$ cat src/rtl/cpu_mc_pkg.sv
`default_nettype none
// ============================================================================
// Module   : cpu_mc_pkg
// Purpose  : Opcodes, condition codes, FSM states and instruction field
//            positions shared by the multi-cycle 16-bit-ISA core.
// Revision : 1.0  initial release
// ============================================================================
package cpu_mc_pkg;

    localparam logic [3:0] OP_ADD  = 4'h0;
    localparam logic [3:0] OP_SUB  = 4'h1;
    localparam logic [3:0] OP_AND  = 4'h2;
    localparam logic [3:0] OP_OR   = 4'h3;
    localparam logic [3:0] OP_XOR  = 4'h4;
    localparam logic [3:0] OP_MOV  = 4'h5;
    localparam logic [3:0] OP_ADDI = 4'h6;
    localparam logic [3:0] OP_LDI  = 4'h7;
    localparam logic [3:0] OP_LD   = 4'h8;
    localparam logic [3:0] OP_ST   = 4'h9;
    localparam logic [3:0] OP_BR   = 4'hA;
    localparam logic [3:0] OP_CMP  = 4'hB;
    localparam logic [3:0] OP_HALT = 4'hF;

    localparam logic [3:0] CC_AL = 4'h0;
    localparam logic [3:0] CC_EQ = 4'h1;
    localparam logic [3:0] CC_NE = 4'h2;
    localparam logic [3:0] CC_LT = 4'h3;
    localparam logic [3:0] CC_GE = 4'h4;
    localparam logic [3:0] CC_CS = 4'h5;
    localparam logic [3:0] CC_CC = 4'h6;
    localparam logic [3:0] CC_MI = 4'h7;

    localparam int F_OP_LSB   = 12;
    localparam int F_RD_LSB   = 9;
    localparam int F_RA_LSB   = 6;
    localparam int F_RB_LSB   = 3;
    localparam int F_COND_LSB = 8;
    localparam int F_IMM6_W   = 6;
    localparam int F_IMM9_W   = 9;
    localparam int F_OFF8_W   = 8;

    typedef enum logic [1:0] {
        FETCH = 2'd0,
        EXEC  = 2'd1,
        MEM   = 2'd2,
        HALT  = 2'd3
    } state_e;

    typedef enum logic [2:0] {
        ALU_ADD = 3'd0,
        ALU_SUB = 3'd1,
        ALU_AND = 3'd2,
        ALU_OR  = 3'd3,
        ALU_XOR = 3'd4
    } alu_op_e;

    // Codes 8..F fall through to "never", turning the branch into a no-op.
    function automatic logic cond_true(input logic [3:0] cond, input logic [3:0] nzcv);
        logic n, z, c, v;
        n = nzcv[3];
        z = nzcv[2];
        c = nzcv[1];
        v = nzcv[0];
        case (cond)
            CC_AL:   cond_true = 1'b1;
            CC_EQ:   cond_true = z;
            CC_NE:   cond_true = ~z;
            CC_LT:   cond_true = (n != v);
            CC_GE:   cond_true = (n == v);
            CC_CS:   cond_true = c;
            CC_CC:   cond_true = ~c;
            CC_MI:   cond_true = n;
            default: cond_true = 1'b0;
        endcase
    endfunction

endpackage
`default_nettype wire

$ cat src/rtl/cpu_mc_alu.sv
`default_nettype none
// ============================================================================
// Module   : cpu_mc_alu
// Purpose  : Combinational ALU producing a DATA_W result and NZCV flags.
// Revision : 1.0  initial release
// ============================================================================
module cpu_mc_alu
    import cpu_mc_pkg::*;
#(
    parameter int DATA_W = 16
) (
    input  logic [DATA_W-1:0] a,
    input  logic [DATA_W-1:0] b,
    input  alu_op_e           op,
    output logic [DATA_W-1:0] result,
    output logic [3:0]        nzcv
);

    localparam int MSB = DATA_W - 1;

    logic [DATA_W:0] sum;
    logic            c;
    logic            v;

    always_comb begin
        sum    = '0;
        result = '0;
        c      = 1'b0;
        v      = 1'b0;
        case (op)
            ALU_ADD: begin
                sum    = {1'b0, a} + {1'b0, b};
                result = sum[MSB:0];
                c      = sum[DATA_W];
                v      = (a[MSB] == b[MSB]) && (result[MSB] != a[MSB]);
            end
            ALU_SUB: begin
                // a + ~b + 1: the carry out is the inverted borrow.
                sum    = {1'b0, a} + {1'b0, ~b} + {{DATA_W{1'b0}}, 1'b1};
                result = sum[MSB:0];
                c      = sum[DATA_W];
                v      = (a[MSB] != b[MSB]) && (result[MSB] != a[MSB]);
            end
            ALU_AND: result = a & b;
            ALU_OR:  result = a | b;
            ALU_XOR: result = a ^ b;
            default: result = '0;
        endcase
        nzcv = {result[MSB], (result == '0), c, v};
    end

endmodule
`default_nettype wire

$ cat src/rtl/cpu_mc.sv
`default_nettype none
// ============================================================================
// Module   : cpu_mc
// Purpose  : Multi-cycle core, 16-bit ISA, one shared req/ack memory port.
// Revision : 1.0  initial release
// ============================================================================
module cpu_mc
    import cpu_mc_pkg::*;
#(
    parameter int          DATA_W   = 16,
    parameter int          ADDR_W   = 16,
    parameter int unsigned RESET_PC = 0
) (
    input  logic              clk,
    input  logic              RESET,
    output logic              mem_req,
    output logic              mem_we,
    output logic [ADDR_W-1:0] mem_addr,
    output logic [DATA_W-1:0] mem_wdata,
    input  logic [DATA_W-1:0] mem_rdata,
    input  logic              mem_ack,
    output logic [ADDR_W-1:0] pc_out,
    output logic [3:0]        cc_out,
    output logic              halted
);

    localparam logic [ADDR_W-1:0] PC_INIT = ADDR_W'(RESET_PC);
    localparam logic [ADDR_W-1:0] PC_STEP = ADDR_W'(2);

    state_e            state_q, state_d;
    logic [ADDR_W-1:0] pc_q, pc_d;
    logic [3:0]        cc_q, cc_d;
    logic [15:0]       ir_q, ir_d;
    logic [DATA_W-1:0] regs_q [8];
    logic [DATA_W-1:0] regs_d [8];

    logic [3:0]        op;
    logic [2:0]        rd, ra, rb;
    logic [3:0]        cond;
    logic [7:0]        off8;
    logic [DATA_W-1:0] imm6_sext, imm9_sext;
    logic [DATA_W-1:0] a_val, b_val, alu_b, alu_result;
    logic [3:0]        alu_nzcv;
    alu_op_e           alu_op;
    logic [ADDR_W-1:0] ra_addr, pc_plus2, br_target;
    logic              xfer;
    logic              rf_we;
    logic [DATA_W-1:0] rf_wdata;

    assign op   = ir_q[F_OP_LSB +: 4];
    assign rd   = ir_q[F_RD_LSB +: 3];
    assign ra   = ir_q[F_RA_LSB +: 3];
    assign rb   = ir_q[F_RB_LSB +: 3];
    assign cond = ir_q[F_COND_LSB +: 4];
    assign off8 = ir_q[F_OFF8_W-1:0];

    assign imm6_sext = {{(DATA_W-F_IMM6_W){ir_q[F_IMM6_W-1]}}, ir_q[F_IMM6_W-1:0]};
    assign imm9_sext = {{(DATA_W-F_IMM9_W){ir_q[F_IMM9_W-1]}}, ir_q[F_IMM9_W-1:0]};

    assign a_val = regs_q[ra];
    assign b_val = regs_q[rb];
    assign alu_b = (op == OP_ADDI) ? imm6_sext : b_val;

    assign pc_plus2  = pc_q + PC_STEP;
    assign br_target = pc_plus2 + {{(ADDR_W-F_OFF8_W-1){off8[7]}}, off8, 1'b0};
    assign xfer      = mem_req & mem_ack;

    generate
        if (DATA_W >= ADDR_W) begin : g_addr_trunc
            assign ra_addr = a_val[ADDR_W-1:0];
        end else begin : g_addr_zext
            assign ra_addr = {{(ADDR_W-DATA_W){1'b0}}, a_val};
        end
    endgenerate

    always_comb begin
        case (op)
            OP_SUB, OP_CMP: alu_op = ALU_SUB;
            OP_AND:         alu_op = ALU_AND;
            OP_OR:          alu_op = ALU_OR;
            OP_XOR:         alu_op = ALU_XOR;
            default:        alu_op = ALU_ADD;
        endcase
    end

    cpu_mc_alu #(
        .DATA_W (DATA_W)
    ) u_alu (
        .a      (a_val),
        .b      (alu_b),
        .op     (alu_op),
        .result (alu_result),
        .nzcv   (alu_nzcv)
    );

    always_ff @(posedge clk or posedge RESET) begin
        if (RESET) begin
            state_q <= FETCH;
        end else begin
            state_q <= state_d;
        end
    end

    always_comb begin
        state_d = state_q;
        case (state_q)
            FETCH: if (xfer) state_d = EXEC;
            EXEC: begin
                case (op)
                    OP_LD, OP_ST: state_d = MEM;
                    OP_HALT:      state_d = HALT;
                    default:      state_d = FETCH;
                endcase
            end
            MEM:     if (xfer) state_d = FETCH;
            HALT:    state_d = HALT;
            default: state_d = FETCH;
        endcase
    end

    // The request is masked by RESET directly so it drops without waiting for a clock.
    always_comb begin
        mem_req   = ((state_q == FETCH) || (state_q == MEM)) && !RESET;
        mem_we    = (state_q == MEM) && (op == OP_ST);
        mem_addr  = (state_q == MEM) ? ra_addr : pc_q;
        mem_wdata = mem_we ? b_val : '0;
        halted    = (state_q == HALT);
        pc_out    = pc_q;
        cc_out    = cc_q;
    end

    always_comb begin
        pc_d     = pc_q;
        cc_d     = cc_q;
        ir_d     = ir_q;
        rf_we    = 1'b0;
        rf_wdata = '0;
        case (state_q)
            FETCH: if (xfer) ir_d = mem_rdata[15:0];
            EXEC: begin
                case (op)
                    OP_ADD, OP_SUB, OP_AND, OP_OR, OP_XOR, OP_ADDI: begin
                        rf_we    = 1'b1;
                        rf_wdata = alu_result;
                        cc_d     = alu_nzcv;
                        pc_d     = pc_plus2;
                    end
                    OP_CMP: begin
                        cc_d = alu_nzcv;
                        pc_d = pc_plus2;
                    end
                    OP_MOV: begin
                        rf_we    = 1'b1;
                        rf_wdata = b_val;
                        pc_d     = pc_plus2;
                    end
                    OP_LDI: begin
                        rf_we    = 1'b1;
                        rf_wdata = imm9_sext;
                        pc_d     = pc_plus2;
                    end
                    OP_BR:               pc_d = cond_true(cond, cc_q) ? br_target : pc_plus2;
                    OP_LD, OP_ST, OP_HALT: pc_d = pc_q;
                    default:             pc_d = pc_plus2;
                endcase
            end
            MEM: begin
                if (xfer) begin
                    pc_d = pc_plus2;
                    if (op == OP_LD) begin
                        rf_we    = 1'b1;
                        rf_wdata = mem_rdata;
                    end
                end
            end
            default: pc_d = pc_q;
        endcase
    end

    always_comb begin
        for (int i = 0; i < 8; i++) begin
            regs_d[i] = (rf_we && (rd == 3'(i))) ? rf_wdata : regs_q[i];
        end
    end

    always_ff @(posedge clk or posedge RESET) begin
        if (RESET) begin
            pc_q <= PC_INIT;
            cc_q <= 4'b0000;
            ir_q <= 16'h0000;
            for (int i = 0; i < 8; i++) begin
                regs_q[i] <= '0;
            end
        end else begin
            pc_q <= pc_d;
            cc_q <= cc_d;
            ir_q <= ir_d;
            for (int i = 0; i < 8; i++) begin
                regs_q[i] <= regs_d[i];
            end
        end
    end

endmodule
`default_nettype wire

$ cat config.mk
export PLATFORM = sky130hd
export DESIGN_NAME = cpu_mc
export DESIGN_NICKNAME = d
export VERILOG_FILES = /design/src/rtl/cpu_mc_pkg.sv /design/src/rtl/cpu_mc_alu.sv /design/src/rtl/cpu_mc.sv
export SDC_FILE = /design/constraint.sdc
export NUM_CORES = 1
export LEC_CHECK = 0
export CAP_MARGIN = 10
export CORE_ASPECT_RATIO = 1.5
export CORE_MARGIN = 3
export CORE_UTILIZATION = 56
export CTS_CLUSTER_DIAMETER = 60
export DETAILED_ROUTE_END_ITERATION = 16
export GPL_TIMING_DRIVEN = 0
export PLACE_DENSITY = 0.79
export SLEW_MARGIN = 10
export SYNTH_ARGS = -nofsm -noshare
export SYNTH_HDL_FRONTEND = slang
export SYNTH_HIERARCHICAL = 1
export SYNTH_SLANG_ARGS = --single-unit
$ cat constraint.sdc
create_clock -name clk -period 4.8 [get_ports clk]
set_input_delay 0.72 -clock clk [delete_from_list [all_inputs] [get_ports clk]]
set_output_delay 0.72 -clock clk [all_outputs]
set_load 0.1 [all_outputs]
# [After elaboration in Yosys (flattened, before gate mapping)]
# Index checks and enable logic that the tools add are counted.
[totals] out_inout_bits=55 wordCells=133 mem_count=0 mem_bits_ro=0 ff_bits=166 ramBits=0 latch_bits=0
[classes] eq_ne=42 bitwise_logic=9 addsub=5 div_mod_pow=0 mux=32 reduce_logical=31 n_lt_le_gt_ge=2 multipliers=0 shifts=0
[op_table] op="16-bit two-way mux" n=11
[op_table] op="16-bit binary-select mux with 3-bit select" n=2
[op_table] op="16-bit one-hot mux with 2 select lines" n=3
[op_table] op="16-bit one-hot mux with 5 select lines" n=1
[op_table] op="16-bit one-hot mux with 3 select lines" n=1
[op_table] op="16-bit by 16-bit adder with 17-bit output" n=2
[op_table] op="4-bit by 3-bit == test with 1-bit output (second input constant)" n=8
[op_table] op="4-bit == test (second input constant)" n=5
[op_table] op="17-bit by 1-bit adder with 17-bit output (second input constant)" n=1
[op_table] op="16-bit adder" n=1
[op_table] op="16-bit by 2-bit adder with 16-bit output (second input constant)" n=1
[op_table] op="16-bit AND" n=1
[op_table] op="4-bit by 2-bit == test with 1-bit output (second input constant)" n=4
[op_table] op="16-bit logical NOT" n=1
[op_table] op="16-bit NOT" n=1
[op_table] op="16-bit OR" n=1
[op_table] op="16-bit bitwise XOR" n=1
[op_table] op="3-bit == test (second input constant)" n=5
[op_table] op="3-bit by 2-bit == test with 1-bit output (second input constant)" n=4
[op_table] op="1-bit logical AND" n=12
[op_table] op="3-bit one-hot mux with 4 select lines" n=1
[op_table] op="4-bit by 1-bit == test with 1-bit output (second input constant)" n=2
[op_table] op="4-bit >= comparator (second input constant)" n=2
[op_table] op="4-bit logical NOT" n=2
[op_table] op="other kinds (27)" n=48

# [Longest topological paths before layout]
[logic_depth] depth_word=11 ltp_mapped=26 depth_no_buf=21

# [Cells and area by module]
# Netlist, hierarchy kept.
[by_module_without_submodules] module="cpu_mc" n_inst=1 cells_per_inst=947 area_each_um2=10336.2
[by_module_without_submodules] module="cpu_mc_alu" n_inst=1 cells_per_inst=389 area_each_um2=2600.0

# [Worst setup path after synthesis]
# OpenSTA, ideal clock, no wires.
[synth_path] path_type="input-to-reg" start="in RESET" end="reg state_q[0]" t_required_ns=4.675 setup_time_ns=0.125 setup_slack_ns=-0.220 t_arrival_ns=4.895 stages=5 path_cell_list="inv_1 nand2_1 a21oi_1 o21ai_0 o22a_1"
[synth_between] elab_chain_cells=5 word_cells_on_any_way=6 cone_classes="eq/ne (2); bitwise (1); reduce/logical (3)"
[synth_lines] item="start, declared" line="cpu_mc.sv:15" source="input logic RESET,"
[synth_lines] item="1-bit logical NOT (no source line) *"
[synth_lines] item="1-bit logical AND *" line="cpu_mc.sv:123" source="mem_req = ((state_q == FETCH) || (state_q == MEM)) && !RESET;"
[synth_lines] item="1-bit AND *" line="cpu_mc.sv:66" source="assign xfer = mem_req & mem_ack;"
[synth_lines] item="2-bit inequality test (no source line)"
[synth_lines] item="2-bit AND reduction (no source line) *"
[synth_lines] item="end signal, assigned" line="cpu_mc.sv:100" source="state_q <= state_d;"
[synth_lines] item="end, declared" line="cpu_mc.sv:30" source="state_e state_q, state_d;"
# Every way passes the cells marked *; elsewhere a longest branch is shown, timed or not.
# A chain may end at the register's enable or synchronous reset.

# [Worst setup path in the final report]
[layout_path] start="reg ir_q[3]" end="reg cc_q[2], in the netlist cc_out[2]"
[layout_between] elab_chain_cells=10 word_cells_on_any_way=14 cone_classes="add/sub (3); mux (5); bitwise (5); reduce/logical (1)"
[layout_lines] item="start, declared" line="cpu_mc.sv:33" source="logic [15:0] ir_q, ir_d;"
[layout_lines] item="start signal, assigned" line="cpu_mc.sv:197" source="ir_q <= ir_d;"
[layout_lines] item="3-bit NOT with 4-bit output (implied by the code)" line="cpu_mc.sv:61" source="assign b_val = regs_q[rb];"
[layout_lines] item="16-bit binary-select mux with 3-bit select" line="cpu_mc.sv:61"
[layout_lines] item="16-bit two-way mux (implied by the code) (2 in a row)" line="cpu_mc.sv:61"
[layout_lines] item="16-bit two-way mux *" line="cpu_mc.sv:62" source="assign alu_b = (op == OP_ADDI) ? imm6_sext : b_val;"
[layout_lines] item="net alu_b[3]" line="cpu_mc.sv:42" source="logic [DATA_W-1:0] a_val, b_val, alu_b, alu_result;"
[layout_lines] item="16-bit NOT" line="cpu_mc_alu.sv:39" source="sum = {1'b0, a} + {1'b0, ~b} + {{DATA_W{1'b0}}, 1'b1};"
[layout_lines] item="16-bit by 16-bit adder with 17-bit output" line="cpu_mc_alu.sv:39"
[layout_lines] item="17-bit by 1-bit adder with 17-bit output" line="cpu_mc_alu.sv:39"
[layout_lines] item="16-bit one-hot mux with 5 select lines *" line="cpu_mc_alu.sv:30" source="case (op)"
[layout_lines] item="net alu_result[6]" line="cpu_mc.sv:42"
[layout_lines] item="16-bit logical NOT *" line="cpu_mc_alu.sv:49" source="nzcv = {result[MSB], (result == '0), c, v};"
[layout_lines] item="net alu_nzcv[2]" line="cpu_mc.sv:43" source="logic [3:0] alu_nzcv;"
[layout_lines] item="end signal, assigned" line="cpu_mc.sv:189" source="cc_q <= 4'b0000;"
[layout_lines] item="end signal, assigned" line="cpu_mc.sv:196" source="cc_q <= cc_d;"
[layout_lines] item="end, declared" line="cpu_mc.sv:32" source="logic [3:0] cc_q, cc_d;"
# Mark *: on every way through the listed nets, which the timed path passes. The rest lies on a longest branch. The select of a mux whose other input is x is not followed.

==> impl_metrics.env <==
export IMPL_status="finished, violations left"
export IMPL_violations="setup timing"
export IMPL_final_fill_count=1559
export IMPL_num_vias=12200
export IMPL_wl_um=45400
export IMPL_synth_area_sq_mm=0.0129
export IMPL_clockBufferDepth=2
export IMPL_ys_ff_latch=165
export IMPL_clockRootBuffer="clkbuf_16"
export IMPL_multi_input_area_sq_mm=0.00875
export IMPL_fmax_mhz=205
export IMPL_finClkSkew_ns=0.0119
export IMPL_layout_commonest_cell="dfrtp_1"
export IMPL_antenna_left=0
export IMPL_drt_wirelength_per_cell_um=25.5
export IMPL_gp_congestion=0.975
export IMPL_utilization=0.707
export IMPL_rsz0062_at_grt="yes"
export IMPL_crit_arrival_ns=5.27
export IMPL_cp_end_kind="flip-flop"
export IMPL_crit_family="simple AND/OR/NAND/NOR gates"
export IMPL_rows=67
export IMPL_cp_required_ns=5.20
export IMPL_hold_class="reg -> reg"
export IMPL_dpl_cell_area_sq_mm=0.0141
export IMPL_dieArea_sq_mm=0.0250
export IMPL_dp_hpwl_um=31500
export IMPL_ys_flop_type="dfrtp_1"
export IMPL_die_h_um=192
export IMPL_worstHoldStart="regs_q[45]"
export IMPL_first_pass_iters=6
export IMPL_dr_first_iter_drc_count=1406
export IMPL_final_cell_mix="164 x dfrtp_1, 122 x nor2_1, 116 x nand2_1"
export IMPL_yosysSeqAreaShare=0.319
export IMPL_path_clk_slew_ns=0.07
export IMPL_critical_path_slowest_cell="mux4_1"
export IMPL_seqCellArea_sq_mm=0.00413
export IMPL_design_area_sq_mm=0.0159
export IMPL_boundaryPins=74
export IMPL_numCtsBuffers=17
export IMPL_drive_gt1_frac=0.287
export IMPL_syn2layout_area_growth_pct=23.2
export IMPL_ys_warn_count=6
export IMPL_cp_slowest_stage_delay_ns=0.60
export IMPL_grt_first_pass_wirelength_um=65400
export IMPL_crit_path_start="ir_q[3]"
export IMPL_period_share=1.01
export IMPL_crit_buf_inv=4
export IMPL_grt_pass1_vias=11800
export IMPL_portBuffers=72
export IMPL_worst_slew_pin_slew_ns=1.17
export IMPL_core_sq_mm=0.0226
export IMPL_critPathKind="reg -> reg"
export IMPL_grt_antenna_before_repair=0
export IMPL_chipWidth_um=130
export IMPL_htree_levels=4
export IMPL_critPathLaunchType="flip-flop"
export IMPL_synthDistinctLibCells=76
export IMPL_cts_tree="yes"
export IMPL_initial_core_util=0.574
export IMPL_async_flop_share=1.00
export IMPL_layout_nets=1582
export IMPL_grt_overflow=0
export IMPL_path_cells="buf_6, buf_12, buf_12, mux4_1, mux2i_4, a21oi_2, inv_1, ha_1, nand2b_1, o311ai_4, a31oi_1, a2111oi_1, a311o_1, nor4_4, or4b_4, or3_4, nor4_4, mux2_4"
export IMPL_slew_violations=0
export IMPL_clock_sinks=165
export IMPL_gr_usage_all_layers=0.345
export IMPL_grt_max_degree=39
export IMPL_whs_ns=0.514
export IMPL_avgViaCountPerCell=6.84
export IMPL_path_max_fanout=6
export IMPL_maxCapViolCount=0
export IMPL_final_hold_violation_count=0
export IMPL_min_period_ns=4.87
export IMPL_netlist_instances=1336
export IMPL_final_setup_worst_slack_ns=-0.0693
export IMPL_finalSetupViolCount=2
export IMPL_synth_edf_count=0
export IMPL_syn_num_nets=1431
export IMPL_drc=0
export IMPL_slew_limit_headroom=0.213
export IMPL_r2r_start="ir_q[3]"
export IMPL_clkLatencyLatePin_ns=0.46
export IMPL_avgSynthCellArea_sq_um=9.68
worst paths after layout:
path | endpoint | slack [ns] | depth (start not counted)
max in group asynchronous | regs_q[119] | 3.35 | 4
worst max register to register | cc_out[2] | -0.07 | 18
worst min-delay path | regs_q[45] | 0.51 | 2
min in group asynchronous | state_q[0] | 0.69 | 2
worst max-delay path | cc_out[2] | -0.07 | 18
worst min register to register | regs_q[45] | 0.51 | 2
cell usage after synthesis (27+ instances only):
cell,count,share of area
dfrtp_1,165,0.32
nor2_1,125,0.036
nand2_1,118,0.034
mux2_2,108,0.094
a21oi_1,100,0.039
o21ai_0,80,0.031
ha_1,73,0.071
inv_1,61,0.018
clkbuf_1,56,0.016
mux4_2,52,0.091
xnor2_1,27,0.018
per-layer routing:
metal / global-route usage / vias up / part of all wire
met5: 0 / - / 0
li1: - / 5178 / -
met1: 0.391 / 5850 / 0.34
met3: 0.0604 / 310 / 0.075
met2: 0.565 / 817 / 0.48
met4: 0.278 / 0 / 0.10
stage by stage:
stage                     cells  TNS [ns]  worst slack [ns]
after floorplan            1336         0            0.0379
after global placement     1684    -79.75             -1.45
after detailed placement   1689    -77.93             -1.42
after CTS                  1745   -0.0292           -0.0292
after global routing       1776    -0.748            -0.129
final                      1777   -0.0834           -0.0693
timing repair:
action                                  4_1_cts  5_1_grt
pin swaps                                    10       26
gates resized for setup                      94      119
hold buffers                                  0        0
gates cloned                                  0        0
buffers inserted                             26       36
endpoints found under the setup margin      131       67
sequential cells by signal, indices dropped and copies added, names as in the netlist:
signal	cells
ir_q	16
cc_out	4
pc_out	15
regs_q	128
state_q	2
cell families after synthesis:
logic type               Yosys count  synth area share
AO/OA/AOI/OAI                    326             0.163
XOR/XNOR                          36            0.0244
adder cells (fa/ha/maj)           76            0.0752
buffers and inverters            155            0.0507
flip-flops                       165             0.319
multiplexers                     197             0.228
other                              1          0.000290
AND/OR/NAND/NOR                  380             0.139
tightest hold or removal path, cell delays in order, from the launching register on:
cell and delay (ns):
dfrtp_1 0.36, nand2_1 0.05, o21ai_1 0.06
area by class of cell:
type	instances	share of cell area
tap	276	0.0217
timing repair buffer	139	0.0843
antenna	1	0.000157
buffer	87	0.0338
sequential	165	0.259
inverter	61	0.0148
multi-input combinational	1016	0.549
clock inverter	13	0.00911
clock buffer	19	0.0278
Power is left out: the tool's default activity adds up to more than one toggle a clock period on the data nets, which glitch-free logic cannot reach.
